===== src/rtl/dsp48_slice.sv =====
// dsp48_slice: pipelined DSP slice modelled on the Spartan-6 DSP48A1.
// 18-bit pre-adder, 18x18 unsigned multiplier, 48-bit post-adder with carry.
// Each pipeline stage is a register or a wire, chosen by its *REG parameter.
// Optional macro DSP_CASCADE_OUT_EN adds the Bcout and Pcout cascade ports.
module dsp48_slice #(
    parameter int    A0REG       = 0,
    parameter int    A1REG       = 1,
    parameter int    B0REG       = 0,
    parameter int    B1REG       = 1,
    parameter int    CREG        = 1,
    parameter int    DREG        = 1,
    parameter int    MREG        = 1,
    parameter int    PREG        = 1,
    parameter int    CARRYINREG  = 1,
    parameter int    CARRYOUTREG = 1,
    parameter int    OPMODEREG   = 1,
    parameter string CARRYINSEL  = "OPMODE5",
    parameter string B_INPUT     = "DIRECT"
) (
    input  logic        Clk,
    input  logic        RstA,
    input  logic        RstB,
    input  logic        RstC,
    input  logic        RstD,
    input  logic        RstM,
    input  logic        RstP,
    input  logic        RstCarryin,
    input  logic        RstOpmode,
    input  logic        CEA,
    input  logic        CEB,
    input  logic        CEC,
    input  logic        CED,
    input  logic        CEM,
    input  logic        CEP,
    input  logic        CECarryin,
    input  logic        CEOpmode,
    input  logic [17:0] A,
    input  logic [17:0] B,
    input  logic [17:0] Bcin,
    input  logic [17:0] D,
    input  logic [47:0] C,
    input  logic [47:0] Pcin,
    input  logic        Carryin,
    input  logic [7:0]  Opmode,
`ifdef DSP_CASCADE_OUT_EN
    output logic [17:0] Bcout,
    output logic [47:0] Pcout,
`endif
    output logic [35:0] M,
    output logic [47:0] P,
    output logic        Carryout,
    output logic        CarryoutF
);

    logic [17:0] w_b_sel, w_a0, w_b0, w_d, w_a1, w_b1, w_preadd, w_b1_in;
    logic [47:0] w_c, w_p, w_x, w_z;
    logic [7:0]  w_op;
    logic [35:0] w_mult, w_m;
    logic        w_cin_sel, w_cin, w_co;
    logic [48:0] w_post;

    // Select the B operand source
    always_comb begin
        // NOTE: default first so every path assigns and no latch is inferred.
        w_b_sel = '0;
        if (B_INPUT == "DIRECT")       w_b_sel = B;
        else if (B_INPUT == "CASCADE") w_b_sel = Bcin;
    end

    // Stage-1 registers (A0, B0, D, C, Opmode): reset wins over clock enable
    if (A0REG == 1) begin : g_a0
        logic [17:0] r_a0;
        // Register A at the first stage
        always_ff @(posedge Clk or posedge RstA) begin
            // NOTE: non-blocking so every stage samples its pre-edge input.
            if (RstA) r_a0 <= '0; else if (CEA) r_a0 <= A;
        end
        assign w_a0 = r_a0;
    end else begin : g_a0_n
        assign w_a0 = A;
    end

    if (B0REG == 1) begin : g_b0
        logic [17:0] r_b0;
        // Register B at the first stage (pre-adder input)
        always_ff @(posedge Clk or posedge RstB) begin
            if (RstB) r_b0 <= '0; else if (CEB) r_b0 <= w_b_sel;
        end
        assign w_b0 = r_b0;
    end else begin : g_b0_n
        assign w_b0 = w_b_sel;
    end

    if (DREG == 1) begin : g_d
        logic [17:0] r_d;
        // Register the pre-adder D operand
        always_ff @(posedge Clk or posedge RstD) begin
            if (RstD) r_d <= '0; else if (CED) r_d <= D;
        end
        assign w_d = r_d;
    end else begin : g_d_n
        assign w_d = D;
    end

    if (CREG == 1) begin : g_c
        logic [47:0] r_c;
        // Register the post-adder C operand
        always_ff @(posedge Clk or posedge RstC) begin
            if (RstC) r_c <= '0; else if (CEC) r_c <= C;
        end
        assign w_c = r_c;
    end else begin : g_c_n
        assign w_c = C;
    end

    if (OPMODEREG == 1) begin : g_op
        logic [7:0] r_op;
        // Register Opmode; all datapath controls come from this stage
        always_ff @(posedge Clk or posedge RstOpmode) begin
            if (RstOpmode) r_op <= '0; else if (CEOpmode) r_op <= Opmode;
        end
        assign w_op = r_op;
    end else begin : g_op_n
        assign w_op = Opmode;
    end

    // Pre-adder wraps at 18 bits; Opmode[4] chooses it or raw B0 for B1
    assign w_preadd = w_op[6] ? (w_d - w_b0) : (w_d + w_b0);
    assign w_b1_in  = w_op[4] ? w_preadd : w_b0;

    if (A1REG == 1) begin : g_a1
        logic [17:0] r_a1;
        // Register A at the multiplier input
        always_ff @(posedge Clk or posedge RstA) begin
            if (RstA) r_a1 <= '0; else if (CEA) r_a1 <= w_a0;
        end
        assign w_a1 = r_a1;
    end else begin : g_a1_n
        assign w_a1 = w_a0;
    end

    if (B1REG == 1) begin : g_b1
        logic [17:0] r_b1;
        // Register B at the multiplier input (also the B cascade output)
        always_ff @(posedge Clk or posedge RstB) begin
            if (RstB) r_b1 <= '0; else if (CEB) r_b1 <= w_b1_in;
        end
        assign w_b1 = r_b1;
    end else begin : g_b1_n
        assign w_b1 = w_b1_in;
    end

    assign w_mult = {18'd0, w_a1} * {18'd0, w_b1};

    if (MREG == 1) begin : g_m
        logic [35:0] r_m;
        // Register the multiplier product
        always_ff @(posedge Clk or posedge RstM) begin
            if (RstM) r_m <= '0; else if (CEM) r_m <= w_mult;
        end
        assign w_m = r_m;
    end else begin : g_m_n
        assign w_m = w_mult;
    end

    // Select the carry-in source
    always_comb begin
        w_cin_sel = 1'b0;
        if (CARRYINSEL == "OPMODE5")      w_cin_sel = w_op[5];
        else if (CARRYINSEL == "CARRYIN") w_cin_sel = Carryin;
    end

    if (CARRYINREG == 1) begin : g_cin
        logic r_cin;
        // Register the selected carry-in
        always_ff @(posedge Clk or posedge RstCarryin) begin
            if (RstCarryin) r_cin <= 1'b0; else if (CECarryin) r_cin <= w_cin_sel;
        end
        assign w_cin = r_cin;
    end else begin : g_cin_n
        assign w_cin = w_cin_sel;
    end

    // X and Z operand multiplexers for the post-adder
    always_comb begin
        w_x = '0;
        w_z = '0;
        case (w_op[1:0])
            2'd1:    w_x = {12'd0, w_m};
            2'd2:    w_x = w_p;
            2'd3:    w_x = {w_d[11:0], w_a1, w_b1};
            default: w_x = '0;
        endcase
        case (w_op[3:2])
            2'd1:    w_z = Pcin;
            2'd2:    w_z = w_p;
            2'd3:    w_z = w_c;
            default: w_z = '0;
        endcase
    end

    // 49-bit post-adder: bit 48 is the carry (or borrow) out
    assign w_post = w_op[7] ? ({1'b0, w_z} - ({1'b0, w_x} + {48'd0, w_cin}))
                            : ({1'b0, w_z} + {1'b0, w_x} + {48'd0, w_cin});

    if (PREG == 1) begin : g_p
        logic [47:0] r_p;
        // Register the post-adder result
        always_ff @(posedge Clk or posedge RstP) begin
            if (RstP) r_p <= '0; else if (CEP) r_p <= w_post[47:0];
        end
        assign w_p = r_p;
    end else begin : g_p_n
        assign w_p = w_post[47:0];
    end

    if (CARRYOUTREG == 1) begin : g_co
        logic r_co;
        // Register the carry-out; shares the carry-in control group
        always_ff @(posedge Clk or posedge RstCarryin) begin
            if (RstCarryin) r_co <= 1'b0; else if (CECarryin) r_co <= w_post[48];
        end
        assign w_co = r_co;
    end else begin : g_co_n
        assign w_co = w_post[48];
    end

    assign M         = w_m;
    assign P         = w_p;
    assign Carryout  = w_co;
    assign CarryoutF = w_co;
`ifdef DSP_CASCADE_OUT_EN
    assign Bcout     = w_b1;
    assign Pcout     = w_p;
`endif

endmodule


===== config.mk =====
export PLATFORM = sky130hd
export DESIGN_NAME = dsp48_slice
export DESIGN_NICKNAME = d
export VERILOG_FILES = /design/src/rtl/dsp48_slice.sv
export SDC_FILE = /design/constraint.sdc
export NUM_CORES = 2
export LEC_CHECK = 0
export CORE_ASPECT_RATIO = 1.5
export CORE_MARGIN = 5
export CORE_UTILIZATION = 55
export CTS_CLUSTER_DIAMETER = 30
export CTS_CLUSTER_SIZE = 24
export DETAILED_ROUTE_END_ITERATION = 10
export PLACE_DENSITY = 0.89
export RECOVER_POWER = 50
export SLEW_MARGIN = 10
export SYNTH_ARGS = -nofsm -noshare
export SYNTH_HDL_FRONTEND = slang
export SYNTH_SLANG_ARGS = --single-unit

===== constraint.sdc =====
create_clock -name Clk -period 8.41 [get_ports Clk]
set_input_delay 0.841 -clock Clk [delete_from_list [all_inputs] [get_ports Clk]]
set_output_delay 0.841 -clock Clk [all_outputs]
set_load 0.02 [all_outputs]

* Yosys cells after proc, flatten, opt, wreduce, memory -nomap -nowiden
Cells that the tools add are included.
Widths: inputs -> output; s select.
** Storage, ports and cells
- Output and inout bits :: 86
- Logic and storage cells :: 27
- Register bits :: 196
- Input bits :: 194
** Operators by class
- Eq/ne operators :: 6
- Add/sub/neg operators :: 6
- $mul :: 1
- Multiplexer cells :: 5
** Operators by type and width (number)
- $pmux 48 s3 :: 2
- $add 48x1->49 :: 1
- $add 48x48->49 :: 1
- $add 49x1->49 :: 1
- $mux 49 :: 1
- $sub 48x49->49 :: 1
- $mul 18x18->36 :: 1
- $mux 18 :: 2
- $add 18x18->18 :: 1
- $sub 18x18->18 :: 1
- $eq 2x2->1 const B :: 4
- $eq 2x1->1 const B :: 2

* Longest topological paths before layout
- Depth in word-level cells :: 5
- Gate-level depth with buffers :: 26

* Worst setup path after synthesis
No wires, ideal clock.
- Path kind :: reg-to-reg
- Start :: register g_a1.r_a1[10]
- End :: register g_m.r_m[35] (netlist: M[35])
- Buffers on the path :: 2
- Stages on the path, launching flop included :: 25
- Data required time :: 8285 ps
- Arrival time :: 6452 ps
- Path slack :: 1833 ps
- Cells stage by stage :: dfrtp_1 -> clkbuf_1 -> clkbuf_1 -> nand2_1 -> fa_1 -> fa_1 -> fa_1 -> fa_1 -> inv_1 -> fa_1 -> inv_1 -> fa_1 -> inv_1 -> ha_1 -> and3_1 -> a31oi_1 -> o21ai_0 -> o21ai_1 -> a21boi_1 -> a2111oi_1 -> o31ai_1 -> a41oi_1 -> a21oi_1 -> xnor2_1 -> mux2_2
** On the way
- Word-level cells in the longest chain between the ends :: 1
** RTL lines
- start, declared :: line 132 : logic [17:0] r_a1;
- start signal, assigned :: line 135 : if (RstA) r_a1 <= '0; else if (CEA) r_a1 <= w_a0;
- $mul 18x18->36 :: line 153 : assign w_mult = {18'd0, w_a1} * {18'd0, w_b1};
- end signal, assigned :: line 159 : if (RstM) r_m <= '0; else if (CEM) r_m <= w_mult;
- end, declared :: line 156 : logic [35:0] r_m;
Every way passes these cells.
A chain may end at the register's enable or synchronous reset.

* Worst setup path after layout
- Start :: register g_a1.r_a1[8]
- End :: register g_m.r_m[35] (netlist: M[35])
The elaborated chain is that of the path after synthesis.

==> flow_metrics.env <==
export IMPL_status="finished, violations left"
export IMPL_violations="max-capacitance violations, max-slew violations"
export IMPL_track_usage=0.307
export IMPL_design_final_nets=3965
export IMPL_routed_wl_um=84700
export IMPL_period_needed_ns=7.62
export IMPL_grt_ovfl_total=0
export IMPL_finalCritPeriodShare=0.906
export IMPL_grt_pass1_wl_um=132000
export IMPL_worstHoldPathType="reg2reg"
export IMPL_final_antenna_net_count=0
export IMPL_core_area_sq_um=49500
export IMPL_finalWeightedCongestion=0.981
export IMPL_routed_via_density=6.09
export IMPL_cp_required_ns=8.79
export IMPL_hold_depth=2
export IMPL_numCtsBuffers=17
export IMPL_worstReg2RegStart="g_a1.r_a1[8]"
export IMPL_io_pins=280
export IMPL_dieArea_sq_um=54700
export IMPL_most_common_layout_cells="inv_1 (466), nand2_1 (276), ha_1 (267)"
export IMPL_grt_pass1_vias=25400
export IMPL_finalHoldViolations=0
export IMPL_synthesis_instances=3114
export IMPL_cp_depth=22
export IMPL_crit_type="reg2reg"
export IMPL_async_flop_share=1.00
export IMPL_rows=100
export IMPL_cts_tree="done"
export IMPL_vias=23900
export IMPL_cts_hold_repair_buffers=0
export IMPL_placed_cells=3887
export IMPL_synth_distinct_cells=82
export IMPL_wl_per_cell_um=21.6
export IMPL_worstPathMaxFanout=20
export IMPL_clock_fmax_mhz=131
export IMPL_cts_setup_buffers=0
export IMPL_yosysSeqAreaShare=0.178
export IMPL_route_detailed_drc=0
export IMPL_synth_fa_ha_area_frac=0.312
export IMPL_dp_hpwl_um=65800
export IMPL_slew_violations=184
export IMPL_crit_slowest_cell="dfrtp_1"
export IMPL_filler_cell_count=4002
export IMPL_drt_pre_antenna_iters=6
export IMPL_clk_latency_ns=0.51
export IMPL_final_cells=3927
export IMPL_synth_compound_area_frac=0.149
export IMPL_final_common_cell="inv_1"
export IMPL_die_x_um=193
export IMPL_crit_chain="nand2_1 > fa_1 > fa_1 > fa_1 > fa_1 > inv_1 > fa_1 > inv_1 > fa_1 > inv_1 > ha_1 > and3_1 > a31oi_1 > o21ai_0 > o21ai_1 > a21boi_1 > a2111oi_1 > o31ai_1 > a41oi_1 > a21oi_1 > xnor2_1 > mux2_2"
export IMPL_area_growth_pct=13.1
export IMPL_critical_path_arrival_ns=8.00
export IMPL_synth_xor_area_share=0.0446
export IMPL_end_kind="register"
export IMPL_yosysWarnings=0
export IMPL_chipHeight_um=284
export IMPL_initial_utilization=0.555
export IMPL_grt_max_degree=58
export IMPL_place_area_sq_um=30400
export IMPL_antenna_found_initial=8
export IMPL_r2r_setup_slack_ns=0.79
export IMPL_tightest_slew_ns=3.25
export IMPL_relSlewSlack=-1.17
export IMPL_htree_levels=4
export IMPL_crit_path_start="g_a1.r_a1[8]"
export IMPL_crit_family="adder cells"
export IMPL_syn_cell_area_sq_um=27500
export IMPL_clock_skew_ns=0.0209
export IMPL_clkTransAtPathRegs_ns=0.10
export IMPL_muxShareOfSynthArea=0.0944
export IMPL_portBuffers=260
export IMPL_synth_simple_area_share=0.134
export IMPL_drt_iter0_markers=2004
export IMPL_rsz0062_at_grt="false"
export IMPL_layout_drive_gt1_share=0.0885
export IMPL_cp_slowest_stage_delay_ns=0.91
export IMPL_rr_worst_depth=22
export IMPL_synth_nets=3836
export IMPL_drv_cap=4
export IMPL_ys_ff_latch=196
export IMPL_ys_flop_type="dfrtp_1"
export IMPL_cp_common_cell="fa_1"
export IMPL_whs_endpoint="g_cin.r_cin"
export IMPL_clk_path_buf_depth=2
export IMPL_avgSynthCellArea_sq_um=8.83
export IMPL_reg2reg_to="M[35]"
export IMPL_final_cell_area_sq_um=31100
export IMPL_cp_buffers_inverters=3
export IMPL_synth_edf_count=0
export IMPL_clock_sinks=196
export IMPL_crit_path_start_kind="register"
export IMPL_clockRootBuffer="clkbuf_16"
export IMPL_finalSetupTns_ns=0
export IMPL_min_delay_start="g_op.r_op[5]"
export IMPL_finalSetupViolations=0
export IMPL_synth_top_family_by_area="adder cells"
export IMPL_post_cts_resized=0
## kinds of logic after synthesis
| kind of cell | after synthesis |
|---|---|
| buffers and inverters | 642 |
| xor gates and xnor gates | 140 |
| AOI/OAI and AO/OA | 609 |
| muxes | 234 |
| DFF | 196 |
| adders and majority gates | 528 |
| and+or+nand+nor | 765 |
## stage by stage
stage,utilization,setup WS (ns),hold WS [ns]
after floorplan,-,1.83,0.444
after global placement,0.614,1.08,0.457
after detailed placement,0.614,0.978,0.489
after CTS,0.628,0.905,0.500
after global routing,0.628,0.469,0.523
final,0.628,0.788,0.506
## Yosys cell counts (all sizes together), types with 32 or more instances
| cell type | count | area, sq um |
|---|---|---|
| a21o | 72 | 541 |
| and2 | 137 | 857 |
| clkbuf | 152 | 572 |
| a21oi | 176 | 885 |
| mux2i | 32 | 320 |
| ha | 267 | 3340 |
| inv | 468 | 1760 |
| o21ai | 96 | 484 |
| fa | 261 | 5230 |
| nor2 | 161 | 604 |
| a22o | 66 | 578 |
| nor2b | 37 | 231 |
| mux2 | 202 | 2270 |
| xor2 | 37 | 324 |
| nand2 | 276 | 1040 |
| dfrtp | 196 | 4900 |
| xnor2 | 103 | 902 |
## worst max-delay path by stage
stage,to,slack [ns]
floorplan,M[35],1.83
global placement,M[35],1.08
detailed placement,M[35],0.98
CTS,M[35],0.91
global route,M[35],0.47
finish,M[35],0.79
## worst min-delay path, stage by stage (launching register included)
cell     delay, ns
dfrtp_1       0.36
nand2_1       0.04
o21ai_0       0.07
## registers in the layout, summed over array words and instances, names as in the netlist
signal / flops
g_d.r_d: 18
g_b1.r_b1: 18
g_op.r_op: 8
M: 36
g_cin.r_cin: 1
g_c.r_c: 48
Carryout: 1
P: 48
g_a1.r_a1: 18
## routing by layer
layer / share of wire / vias to the layer above / GRT usage
met1: 0.33 / 11700 / 0.325
met4: 0.078 / 0 / 0.218
met2: 0.51 / 1243 / 0.544
met3: 0.074 / 419 / 0.0532
met5: 0 / - / 0
li1: - / 10600 / -
## final cells by class
type	instances	area (sq um)	area share
clock inverter	15	228	0.00732
sequential	196	4910	0.158
clock buffer	17	425	0.0137
antenna	8	20.0	0.000644
inverter	469	1760	0.0566
multi-input combinational	2276	20200	0.649
tap	663	830	0.0267
timing repair buffer	283	2750	0.0884
Power is not shown: default switching activity piles up to over one toggle a cycle in this logic, so the estimate is an artifact.
